**src/rtl/branch_prediction_controller_pkg.sv**
```systemverilog
// Shared types for the fetch-stage branch predictor: direction-counter encoding
// and its saturating update function.
package branch_prediction_controller_pkg;

    typedef enum logic [1:0] {
        STRONGLY_NOT_TAKEN = 2'd0,
        WEAKLY_NOT_TAKEN   = 2'd1,
        WEAKLY_TAKEN       = 2'd2,
        STRONGLY_TAKEN     = 2'd3
    } bp_state_e;

    function automatic bp_state_e bp_next(input bp_state_e s, input logic taken);
        bp_state_e n;
        case (s)
            STRONGLY_NOT_TAKEN: n = taken ? WEAKLY_NOT_TAKEN : STRONGLY_NOT_TAKEN;
            WEAKLY_NOT_TAKEN:   n = taken ? WEAKLY_TAKEN     : STRONGLY_NOT_TAKEN;
            WEAKLY_TAKEN:       n = taken ? STRONGLY_TAKEN   : WEAKLY_NOT_TAKEN;
            STRONGLY_TAKEN:     n = taken ? STRONGLY_TAKEN   : WEAKLY_TAKEN;
            default:            n = WEAKLY_NOT_TAKEN;
        endcase
        return n;
    endfunction

endpackage

```
**src/rtl/branch_prediction_controller_if.sv**
```systemverilog
// Fetch/commit-side signal bundle of the branch predictor; master drives the
// pipeline inputs, slave is the predictor itself.
interface branch_prediction_controller_if #(
    parameter int BIT_COUNT = 32
);
    logic [BIT_COUNT-1:0] PC_I;
    logic                 Stall_I;
    logic                 Stall_R;
    logic                 Flush_R;
    logic                 Flush_C;
    logic                 BranchResolve_C;
    logic                 Taken_C;
    logic [BIT_COUNT-1:0] Target_C;
    logic [BIT_COUNT-1:0] PC_C;
    logic                 Predict;
    logic [BIT_COUNT-1:0] Prediction;
    logic                 PredictionCorrect_C;
    logic                 Mispredict_C;
    logic [15:0]          BranchCount;
    logic [15:0]          MispredictCount;

    modport master (
        output PC_I, Stall_I, Stall_R, Flush_R, Flush_C,
               BranchResolve_C, Taken_C, Target_C, PC_C,
        input  Predict, Prediction, PredictionCorrect_C, Mispredict_C,
               BranchCount, MispredictCount
    );

    modport slave (
        input  PC_I, Stall_I, Stall_R, Flush_R, Flush_C,
               BranchResolve_C, Taken_C, Target_C, PC_C,
        output Predict, Prediction, PredictionCorrect_C, Mispredict_C,
               BranchCount, MispredictCount
    );
endinterface

```
**src/rtl/branch_prediction_controller_bp_table.sv**
```systemverilog
// Direct-mapped BTB storage: one combinational lookup port and one training
// port that performs the read-modify-write of the addressed entry internally.
module branch_prediction_controller_bp_table
    import branch_prediction_controller_pkg::*;
#(
    parameter int BIT_COUNT   = 32,
    parameter int ENTRY_COUNT = 16
) (
    input  logic                 clk,
    input  logic                 reset,
    input  logic [BIT_COUNT-1:0] rd_pc,
    output logic                 rd_hit,
    output bp_state_e            rd_state,
    output logic [BIT_COUNT-1:0] rd_target,
    input  logic                 wr_en,
    input  logic [BIT_COUNT-1:0] wr_pc,
    input  logic                 wr_taken,
    input  logic [BIT_COUNT-1:0] wr_target
);
    localparam int INDEX_BITS = $clog2(ENTRY_COUNT);
    localparam int TAG_BITS   = BIT_COUNT - INDEX_BITS - 2;

    logic                 valid_r  [ENTRY_COUNT];
    logic [TAG_BITS-1:0]  tag_r    [ENTRY_COUNT];
    logic [BIT_COUNT-1:0] target_r [ENTRY_COUNT];
    bp_state_e            state_r  [ENTRY_COUNT];

    logic [INDEX_BITS-1:0] rd_idx_s;
    logic [INDEX_BITS-1:0] wr_idx_s;
    logic                  wr_hit_s;
    logic                  unused_pc_bits_s;

    assign rd_idx_s  = rd_pc[INDEX_BITS+1:2];
    assign wr_idx_s  = wr_pc[INDEX_BITS+1:2];
    assign rd_hit    = valid_r[rd_idx_s] && (tag_r[rd_idx_s] == rd_pc[BIT_COUNT-1:INDEX_BITS+2]);
    assign rd_state  = state_r[rd_idx_s];
    assign rd_target = target_r[rd_idx_s];
    assign wr_hit_s  = valid_r[wr_idx_s] && (tag_r[wr_idx_s] == wr_pc[BIT_COUNT-1:INDEX_BITS+2]);
    assign unused_pc_bits_s = ^{rd_pc[1:0], wr_pc[1:0]};

    // Entry storage: clear on reset, train hits, allocate only on taken misses.
    always_ff @(posedge clk or posedge reset) begin
        if (reset) begin
            for (int i = 0; i < ENTRY_COUNT; i++) begin
                valid_r[i]  <= 1'b0;
                tag_r[i]    <= {TAG_BITS{1'b0}};
                target_r[i] <= {BIT_COUNT{1'b0}};
                state_r[i]  <= WEAKLY_NOT_TAKEN;
            end
        end else if (wr_en) begin
            if (wr_hit_s) begin
                state_r[wr_idx_s] <= bp_next(state_r[wr_idx_s], wr_taken);
                if (wr_taken) begin
                    target_r[wr_idx_s] <= wr_target;
                end
            end else if (wr_taken) begin
                valid_r[wr_idx_s]  <= 1'b1;
                tag_r[wr_idx_s]    <= wr_pc[BIT_COUNT-1:INDEX_BITS+2];
                target_r[wr_idx_s] <= wr_target;
                state_r[wr_idx_s]  <= WEAKLY_TAKEN;
            end
        end
    end

endmodule

```
**src/rtl/branch_prediction_controller.sv**
```systemverilog
// Fetch-stage branch predictor: BTB lookup, prediction tracking through I->R->C,
// commit-stage compare, table training and saturating performance counters.
module branch_prediction_controller
    import branch_prediction_controller_pkg::*;
#(
    parameter int BIT_COUNT   = 32,
    parameter int ENTRY_COUNT = 16
) (
    input  logic                         clk,
    input  logic                         reset,
    branch_prediction_controller_if.slave bus
);
    localparam logic [BIT_COUNT-1:0] ZERO_ADDR = {BIT_COUNT{1'b0}};

    logic                 lookup_hit_s;
    bp_state_e            lookup_state_s;
    logic [BIT_COUNT-1:0] lookup_target_s;
    logic                 predict_s;
    logic [BIT_COUNT-1:0] prediction_s;
    logic                 correct_s;
    logic                 mispredict_s;
    logic                 train_s;
    logic                 unused_target_bit_s;

    logic                 r_valid_r, r_predict_r, c_valid_r, c_predict_r;
    logic [BIT_COUNT-1:0] r_target_r, c_target_r;
    logic [15:0]          branch_count_r, mispredict_count_r;

    branch_prediction_controller_bp_table #(
        .BIT_COUNT   (BIT_COUNT),
        .ENTRY_COUNT (ENTRY_COUNT)
    ) u_table (
        .clk       (clk),
        .reset     (reset),
        .rd_pc     (bus.PC_I),
        .rd_hit    (lookup_hit_s),
        .rd_state  (lookup_state_s),
        .rd_target (lookup_target_s),
        .wr_en     (train_s),
        .wr_pc     (bus.PC_C),
        .wr_taken  (bus.Taken_C),
        .wr_target (bus.Target_C)
    );

    // Exactly one training event per branch: the cycle it leaves C.
    assign train_s             = bus.BranchResolve_C && !bus.Stall_R;
    assign unused_target_bit_s = lookup_target_s[0];

    // Lookup: predict taken only on a tag hit with a taken-leaning counter.
    always_comb begin
        predict_s    = 1'b0;
        prediction_s = ZERO_ADDR;
        if (lookup_hit_s && (lookup_state_s == WEAKLY_TAKEN || lookup_state_s == STRONGLY_TAKEN)) begin
            predict_s    = 1'b1;
            prediction_s = {lookup_target_s[BIT_COUNT-1:1], 1'b0};
        end else begin
            predict_s    = 1'b0;
            prediction_s = ZERO_ADDR;
        end
    end

    // Compare: a resolving branch with no tracked prediction forces a redirect.
    always_comb begin
        correct_s    = 1'b0;
        mispredict_s = 1'b0;
        if (reset || !bus.BranchResolve_C) begin
            correct_s    = 1'b0;
            mispredict_s = 1'b0;
        end else if (!c_valid_r) begin
            correct_s    = 1'b0;
            mispredict_s = 1'b1;
        end else begin
            correct_s    = (c_predict_r && bus.Taken_C && (c_target_r == bus.Target_C)) ||
                           (!c_predict_r && !bus.Taken_C);
            mispredict_s = !correct_s;
        end
    end

    // Tracking registers: flush beats stall in both stages.
    always_ff @(posedge clk or posedge reset) begin
        if (reset) begin
            r_valid_r   <= 1'b0;
            r_predict_r <= 1'b0;
            r_target_r  <= ZERO_ADDR;
            c_valid_r   <= 1'b0;
            c_predict_r <= 1'b0;
            c_target_r  <= ZERO_ADDR;
        end else begin
            if (bus.Flush_R) begin
                r_valid_r   <= 1'b0;
                r_predict_r <= 1'b0;
                r_target_r  <= ZERO_ADDR;
            end else if (!bus.Stall_I) begin
                r_valid_r   <= 1'b1;
                r_predict_r <= predict_s;
                r_target_r  <= prediction_s;
            end
            if (bus.Flush_C) begin
                c_valid_r   <= 1'b0;
                c_predict_r <= 1'b0;
                c_target_r  <= ZERO_ADDR;
            end else if (!bus.Stall_R) begin
                c_valid_r   <= r_valid_r;
                c_predict_r <= r_predict_r;
                c_target_r  <= r_target_r;
            end
        end
    end

    // Performance counters, saturating at all-ones.
    always_ff @(posedge clk or posedge reset) begin
        if (reset) begin
            branch_count_r     <= 16'h0000;
            mispredict_count_r <= 16'h0000;
        end else if (train_s) begin
            if (branch_count_r != 16'hFFFF) begin
                branch_count_r <= branch_count_r + 16'h0001;
            end
            if (mispredict_s && (mispredict_count_r != 16'hFFFF)) begin
                mispredict_count_r <= mispredict_count_r + 16'h0001;
            end
        end
    end

    assign bus.Predict             = predict_s;
    assign bus.Prediction          = prediction_s;
    assign bus.PredictionCorrect_C = correct_s;
    assign bus.Mispredict_C        = mispredict_s;
    assign bus.BranchCount         = branch_count_r;
    assign bus.MispredictCount     = mispredict_count_r;

endmodule

```
**src/flat_wrapper.sv**
```systemverilog
// flat-port wrapper written by rule: the top's interface ports become plain ports
module branch_prediction_controller_flat import branch_prediction_controller_pkg::*;
#(
    parameter int BIT_COUNT   = 32,
    parameter int ENTRY_COUNT = 16
)
  (clk, reset, bus_PC_I, bus_Stall_I, bus_Stall_R, bus_Flush_R, bus_Flush_C, bus_BranchResolve_C, bus_Taken_C, bus_Target_C, bus_PC_C, bus_Predict, bus_Prediction, bus_PredictionCorrect_C, bus_Mispredict_C, bus_BranchCount, bus_MispredictCount);
  branch_prediction_controller_if #(.BIT_COUNT(BIT_COUNT)) bus_i ();
  input  logic clk;
  input  logic reset;
  input wire logic [$bits(bus_i.PC_I)-1:0] bus_PC_I;
  input wire logic [$bits(bus_i.Stall_I)-1:0] bus_Stall_I;
  input wire logic [$bits(bus_i.Stall_R)-1:0] bus_Stall_R;
  input wire logic [$bits(bus_i.Flush_R)-1:0] bus_Flush_R;
  input wire logic [$bits(bus_i.Flush_C)-1:0] bus_Flush_C;
  input wire logic [$bits(bus_i.BranchResolve_C)-1:0] bus_BranchResolve_C;
  input wire logic [$bits(bus_i.Taken_C)-1:0] bus_Taken_C;
  input wire logic [$bits(bus_i.Target_C)-1:0] bus_Target_C;
  input wire logic [$bits(bus_i.PC_C)-1:0] bus_PC_C;
  output wire logic [$bits(bus_i.Predict)-1:0] bus_Predict;
  output wire logic [$bits(bus_i.Prediction)-1:0] bus_Prediction;
  output wire logic [$bits(bus_i.PredictionCorrect_C)-1:0] bus_PredictionCorrect_C;
  output wire logic [$bits(bus_i.Mispredict_C)-1:0] bus_Mispredict_C;
  output wire logic [$bits(bus_i.BranchCount)-1:0] bus_BranchCount;
  output wire logic [$bits(bus_i.MispredictCount)-1:0] bus_MispredictCount;
  assign bus_i.PC_I = bus_PC_I;
  assign bus_i.Stall_I = bus_Stall_I;
  assign bus_i.Stall_R = bus_Stall_R;
  assign bus_i.Flush_R = bus_Flush_R;
  assign bus_i.Flush_C = bus_Flush_C;
  assign bus_i.BranchResolve_C = bus_BranchResolve_C;
  assign bus_i.Taken_C = bus_Taken_C;
  assign bus_i.Target_C = bus_Target_C;
  assign bus_i.PC_C = bus_PC_C;
  assign bus_Predict = bus_i.Predict;
  assign bus_Prediction = bus_i.Prediction;
  assign bus_PredictionCorrect_C = bus_i.PredictionCorrect_C;
  assign bus_Mispredict_C = bus_i.Mispredict_C;
  assign bus_BranchCount = bus_i.BranchCount;
  assign bus_MispredictCount = bus_i.MispredictCount;
  branch_prediction_controller #(.BIT_COUNT(BIT_COUNT), .ENTRY_COUNT(ENTRY_COUNT)) u_core (.clk(clk), .reset(reset), .bus(bus_i));
endmodule
```
**config.mk**
```make
export PLATFORM = sky130hd
export DESIGN_NAME = branch_prediction_controller_flat
export DESIGN_NICKNAME = d
export VERILOG_FILES = /design/src/rtl/branch_prediction_controller_pkg.sv /design/src/rtl/branch_prediction_controller_if.sv /design/src/rtl/branch_prediction_controller_bp_table.sv /design/src/rtl/branch_prediction_controller.sv /design/src/flat_wrapper.sv
export SDC_FILE = /design/constraint.sdc
export NUM_CORES = 2
export LEC_CHECK = 0
export ABC_AREA = 1
export BUFFER_PORTS_ARGS = -buffer_cell sky130_fd_sc_hd__buf_2
export CORE_UTILIZATION = 45
export DETAILED_ROUTE_END_ITERATION = 6
export PLACE_DENSITY_LB_ADDON = 0.3
export SLEW_MARGIN = 30
export SYNTH_ARGS = -nofsm -noshare
export SYNTH_HDL_FRONTEND = slang
export SYNTH_SLANG_ARGS = --single-unit
```
**constraint.sdc**
```tcl
create_clock -name clk -period 33.6 [get_ports clk]
set_input_delay 3.36 -clock clk [delete_from_list [all_inputs] [get_ports clk]]
set_output_delay 3.36 -clock clk [all_outputs]
set_load 0.005 [all_outputs]
```
## Word level (Yosys, flattened, before mapping)

Cells that the tools add are included.

- Register bits after elaboration: 1076
- Bits in latches: 0
- Bits in writable memories: 0
- Memory bits (read-only): 0
- Input port bits: 104
- Output and inout port bits: 67
- Word-level logic and storage cells: 179
- Memories kept: 0

- Add/subtract/negate cells: 2
- Multiply operators: 0
- Div/mod/pow operators: 0
- Order comparisons: 3
- Equality and inequality tests: 12
- Shift-type cells: 0
- Multiplexer cells: 59
- Bitwise gates (word level): 7
- Reduce and logical (&&, ||, !) cells: 24

Operator list:

| operator | number |
|---|---|
| bitwise mux 512 bit | 1 |
| bitwise mux 416 bit | 1 |
| 2-to-1 mux 32 bit | 10 |
| binary-select mux 26 bit (select 4 bit) | 2 |
| 2-to-1 mux 26 bit | 5 |
| binary-select mux 32 bit (select 4 bit) | 1 |
| demux 32 bit (select 4 bit) | 1 |
| demux 26 bit (select 4 bit) | 1 |
| equality test 26 bit | 2 |
| adder 16 x 1 -> 16 bit, second input constant | 2 |
| bitwise mux 32 bit | 1 |
| equality test 32 bit | 1 |
| inequality test 16 bit, second input constant | 2 |
| bitwise OR 16 bit | 2 |
| 2-to-1 mux 1 bit | 20 |
| 2-to-1 mux 2 bit | 9 |
| AND 16 bit | 1 |
| binary-select mux 2 bit (select 4 bit) | 2 |
| inverter 16 bit | 1 |
| >= comparator 5 bit, second input constant | 2 |
| inverter 4 -> 5 bit | 2 |
| logical AND 1 bit | 9 |
| binary-select mux 1 bit (select 4 bit) | 2 |
| demux 2 bit (select 4 bit) | 1 |
| 13 further kinds | 26 |

## Depth between registers and ports, before layout

- Depth in word-level cells: 10
- Depth in mapped cells: 23
- Depth with buffers taken out: 21

## Cells and area by module

From an unflattened synthesis, not the netlist that was laid out.

- Cells, all modules: 7171
- Area total of the unflattened synthesis: 54073.1 um^2

By module, submodules not included:

| module | instances | cells each | area an instance (um^2) | sequential area each (um^2) |
|---|---|---|---|---|
| branch_prediction_controller_bp_table | 1 | 6586 | 49169.7 | 24443.4 |
| branch_prediction_controller | 1 | 585 | 4903.5 | 2452.4 |

## Least setup slack after synthesis

OpenSTA, ideal clock, no wires.

- Path type: input port to output port
- Start: in bus_PC_I[2]
- End: out bus_Prediction[11]
- Arrival time: 5390 ps
- Required time: 30240 ps
- Path slack: 24850 ps
- Cell stages on the path: 13
- Path buffers: 6
- Cell sequence: buf_2 > inv_2 > buf_2 > buf_2 > buf_2 > clkbuf_1 > clkbuf_1 > nand2_1 > a221oi_1 > nor3_1 > a21oi_1 > inv_1 > nor2_1

- Longest elaborated chain between the ends: 8
- Elaborated cells between the ends (all ways): 20
- Those cells by class: 3 x eq/ne; 13 x mux; 1 x bitwise; 3 x reduce/logical

Ends and longest elaborated chain:

| item | RTL line | RTL |
|---|---|---|
| from (decl) | flat_wrapper.sv:11 | `input wire logic [$bits(bus_i.PC_I)-1:0] bus_PC_I;` |
| inverter 4 -> 5 bit (not written as such) (*) | branch_prediction_controller_bp_table.sv:35, branch_prediction_controller_bp_table.sv:36, branch_prediction_controller_bp_table.sv:37 |  |
| binary-select mux 26 bit (select 4 bit) or binary-select mux 2 bit (select 4 bit) (tied branches) | branch_prediction_controller_bp_table.sv:35, branch_prediction_controller_bp_table.sv:36 |  |
| 2-to-1 mux 26 bit (not written as such) or 2-to-1 mux 2 bit (tied branches) (2 in series) | branch_prediction_controller_bp_table.sv:35, branch_prediction_controller_bp_table.sv:36 |  |
| equality test 26 bit or equality test 2 bit (tied branches) | branch_prediction_controller_bp_table.sv:35, branch_prediction_controller.sv:53 |  |
| logical AND 1 bit or logical OR 1 bit (tied branches) | branch_prediction_controller_bp_table.sv:35, branch_prediction_controller.sv:53 |  |
| logical AND 1 bit | branch_prediction_controller.sv:53 | `if (lookup_hit_s && (lookup_state_s == WEAKLY_TAKEN \|\| lookup_state_s == STRONGLY_TAKEN)) begin` |
| 2-to-1 mux 32 bit (*) | branch_prediction_controller.sv:53 |  |
| to (decl) | flat_wrapper.sv:21 | `output wire logic [$bits(bus_i.Prediction)-1:0] bus_Prediction;` |

Mark *: on every way between the ends. The rest lies on a longest branch, timed or not. The select of a mux whose other input is x is not followed.

## Worst setup path after layout

- Start: in bus_PC_I[2]
- End: out bus_Prediction[6]

The elaborated chain is that of the path after synthesis.

==> summary.md <==
| Metric | Value |
|---|---|
| Share of layout cells above drive strength 1 | 0.0699 |
| Initial antenna violation count | 5 |
| Peak VDD IR | roughly 0.047 mV |
| Fin. max-slew vios | 0 |
| Chip width | between 300 and 400 um |
| Vias per cell | ~5.7 |
| Crit. End Element | primary output |
| Worst Tran Pin Value | a little over 1 ns |
| Clock Pin Slew Worst Setup and Hold Paths | around 0.060 ns |
| Fraction of the yosys area taken by sequential cells | 0.490 |
| Crit share post-route | 0.351 |
| Clock H-tree levels | 3 |
| Clock tree buffer depth | 3 |
| Largest net degree at the start of global routing | between 200 and 250 |
| Post-Syn Area | 0.0540 mm^2 |
| Cell type with the highest aggregate area in the netlist | dfrtp_1 |
| Outcome | complete, no violations |
| Post-detail-place hpwl | between 90 and 100 mm |
| Cts repair resizes | 0 |
| Iter 0 DRT Violations | 5835 |
| Hold buffer count at CTS | 0 |
| Global-route wire length before repair | 276 mm |
| Max Cap Viol | 0 |
| Residual DRC | 0 |
| GRT Util Overall | 0.292 |
| CTS Buf Count | ~120 |
| Worst hold path class | reg -> reg |
| Pre-Repair DR Iteration Count | 6 |
| Synth cell types | 45 |
| Critical path fanouts, max | 104 |
| CTS tree | yes |
| CTS Root Cell | clkbuf_16 |
| Vias in the first global route | 46400 |
| Cell row count | roughly 130 |
| Pleak | 28.5 nW |
| Non-Filler Instances | 8784 |
| Asr flop ratio synth | 1.00 |
| Largest cells by area after synthesis | dfrtp_1, nand2_1, o21ai_0 |
| Initial Util | 0.456 |
| Synth-to-Final Area Change | 9.48% |
| Ports | 171 |
| Port bufs | between 150 and 200 |
| Post-route clock skew | around 0.027 ns |
| Maximum clock frequency | approximately 0.085 GHz |
| Slew margin rel. | 0.322 |
| Fin crit period | 11.80 ns |
| Number of antenna-violating nets in the routed design | 0 |
| Setup_tns | 0 ns |
| Die Area | 0.121 mm^2 |
| Total number of vias | between 40000 and 50000 |
| CTS sink count | between 1000 and 1500 |
| #FFs+latches synth | 1058 |
| WL final | between 150 and 200 mm |
| Setup bufs post-CTS | 0 |
| Placer Congestion | 0.922 |
| Setup CP Type | in -> out |
| Critical Path AT | 8.44 ns |
| Die height | 349 um |
| Setup violations, final | 0 |
| Final net count | 7194 |
| Post-synth net total | approximately 7400 |
| Worst-Skew Late Latency | around 0.74 ns |
| RSZ-0062 raised after global routing | no |
| Fin. Hold Viols | 0 |
| Post-synth EDFFs | 0 |
| Post-placement cell count | between 8000 and 9000 |
| Pwr per Cell Area | between 50 and 60 mW/mm^2 |
| Core area | between 0.1 and 0.15 mm^2 |
| Startpoint types | primary input |
| Syn. warnings | 0 |
| Total grt overflow | 0 |
| Critical Path RT | 30.24 ns |
| Synth Instances | a little over 7000 |
| Yosys top cell area share | 0.483 |
| Syn Area/Cell | approximately 7.4 um^2 |
| WL/cell | between 20 and 25 um |
| Commonest register cell after synthesis | dfrtp_1 |
[metrics by stage]
step | area (um^2) | setup WS [ns] | power, mW | hold WS (ns) | utilization
final | 59100 | 21.80 | 3.27 | 0.462 | 0.499
after global routing | 59100 | 21.55 | 3.42 | 0.485 | 0.499
after CTS | 59000 | 22.02 | 3.28 | 0.464 | 0.498
after detailed placement | 55200 | 22.04 | 2.01 | 0.455 | 0.466
after global placement | 55200 | 22.07 | 2.00 | 0.451 | 0.466
after floorplan | 54000 | 0.486 | 1.87 | 0.442 | -
[registers in the layout (all words and copies together) (netlist names)]
name,cells
u_core.u_table.target_r,496
u_core.u_table.tag_r,416
u_core.u_table.state_r,32
u_core.c_target_r,31
u_core.r_target_r,31
u_core.bus.BranchCount,16
u_core.bus.MispredictCount,16
u_core.u_table.valid_r,16
u_core.c_predict_r,1
u_core.c_valid_r,1
u_core.r_predict_r,1
u_core.r_valid_r,1
[metal layers]
metal,GRT usage,part of all wire,vias to the layer above
met4,0.158,0.059,0
met5,0,0,-
met3,0.0468,0.082,441
li1,-,-,23400
met2,0.462,0.45,2191
met1,0.384,0.41,23700
[power breakdown]
group          leakage [nW]  internal, mW  switching, mW  total [mW]
sequential             13.9          1.43          0.101        1.53
combinational          12.7         0.158          0.313       0.471
clock                  1.86         0.736          0.537        1.27
total                  28.5          2.32          0.951        3.27
[final timing paths]
kind,depth (start not counted),from,slack [ns],end
worst max-delay path,17,bus_PC_I[2],21.80,bus_Prediction[6]
worst min-delay path,2,u_core.u_table.state_r[20]$_DFFE_PP1P_,0.46,u_core.u_table.state_r[20]$_DFFE_PP1P_
worst max register to register,15,u_core.u_table.tag_r[338]$_DFFE_PP0P_,29.62,u_core.u_table.tag_r[310]$_DFFE_PP0P_
worst min register to register,2,u_core.u_table.state_r[20]$_DFFE_PP1P_,0.46,u_core.u_table.state_r[20]$_DFFE_PP1P_
max in group asynchronous,7,reset,27.16,u_core.u_table.tag_r[93]$_DFFE_PP0P_
min in group asynchronous,2,reset,2.61,u_core.bus.MispredictCount[0]$_DFFE_PP0P_
[worst max-delay path, cell delays in order]
cell	delay, ns
buf_8	0.54
buf_4	0.73
buf_4	0.89
o21ai_0	0.21
o211ai_1	0.21
nand3_1	0.10
nand2_1	0.25
inv_1	0.20
a21oi_1	0.16
nand2_1	0.07
nor2_1	0.11
nand3_1	0.12
nor2_4	0.13
buf_4	0.43
inv_2	0.36
nor2_1	0.19
buf_2	0.14
[cell families after synthesis]
logic type | count (synthesis) | share of synthesized area
compound gates | 1685 | 0.169
xor+xnor | 59 | 0.00956
buf+inv | 783 | 0.0610
simple gates | 3681 | 0.269
other cells | 1 | 0.0000694
fa+ha+maj | 2 | 0.000463
flops | 1058 | 0.490
[layout by cell type (no fill, tap or decap), types with 17 or more instances in the layout]
cell,instances
a221oi_1,62
clkbuf_8,28
inv_1,226
nand4_1,29
buf_2,159
buf_4,69
o221ai_1,19
nor2_1,505
nand3b_1,17
clkbuf_1,28
xor2_1,41
o211ai_1,84
xnor2_1,18
dfrtp_1,1042
clkbuf_16,115
o21ai_0,1061
nand3_1,239
a21oi_1,249
clkinv_2,21
nor3_1,49
o21ai_1,144
nand2_1,2785
a311oi_1,22
[Yosys cell counts, types with 3 or more instances]
library cell	number
buf_6	3
a22oi_1	16
o21ai_0	1061
o221ai_1	19
nor2_2	3
buf_1	24
dfstp_2	16
or2_2	3
nand3_2	6
a21oi_1	249
a32o_1	9
inv_1	229
nand3_4	8
nor4_1	9
nand2_1	2799
nand3_1	239
a311oi_1	22
nor2_1	511
buf_4	44
o211ai_1	84
nand3b_1	17
buf_2	134
nor3_1	49
o22ai_1	6
a221oi_1	62
xor2_1	41
dfrtp_1	1042
nand2_4	3
xnor2_1	18
clkbuf_1	338
o21ai_1	144
nand4_1	29
inv_2	9
a31oi_1	10
[final cells by class]
| cell class | count | area, um^2 |
|---|---|---|
| multi-input cells | 5428 | 24300 |
| clock buffers | 171 | 3370 |
| clock inverters | 37 | 404 |
| inverters | 239 | 928 |
| repair buffers | 246 | 1620 |
| fillers | 11600 | 59400 |
| diodes | 5 | 12.5 |
| flip-flops and latches | 1058 | 26500 |
| well taps | 1600 | 2000 |
(Power assumes the default switching activity.)
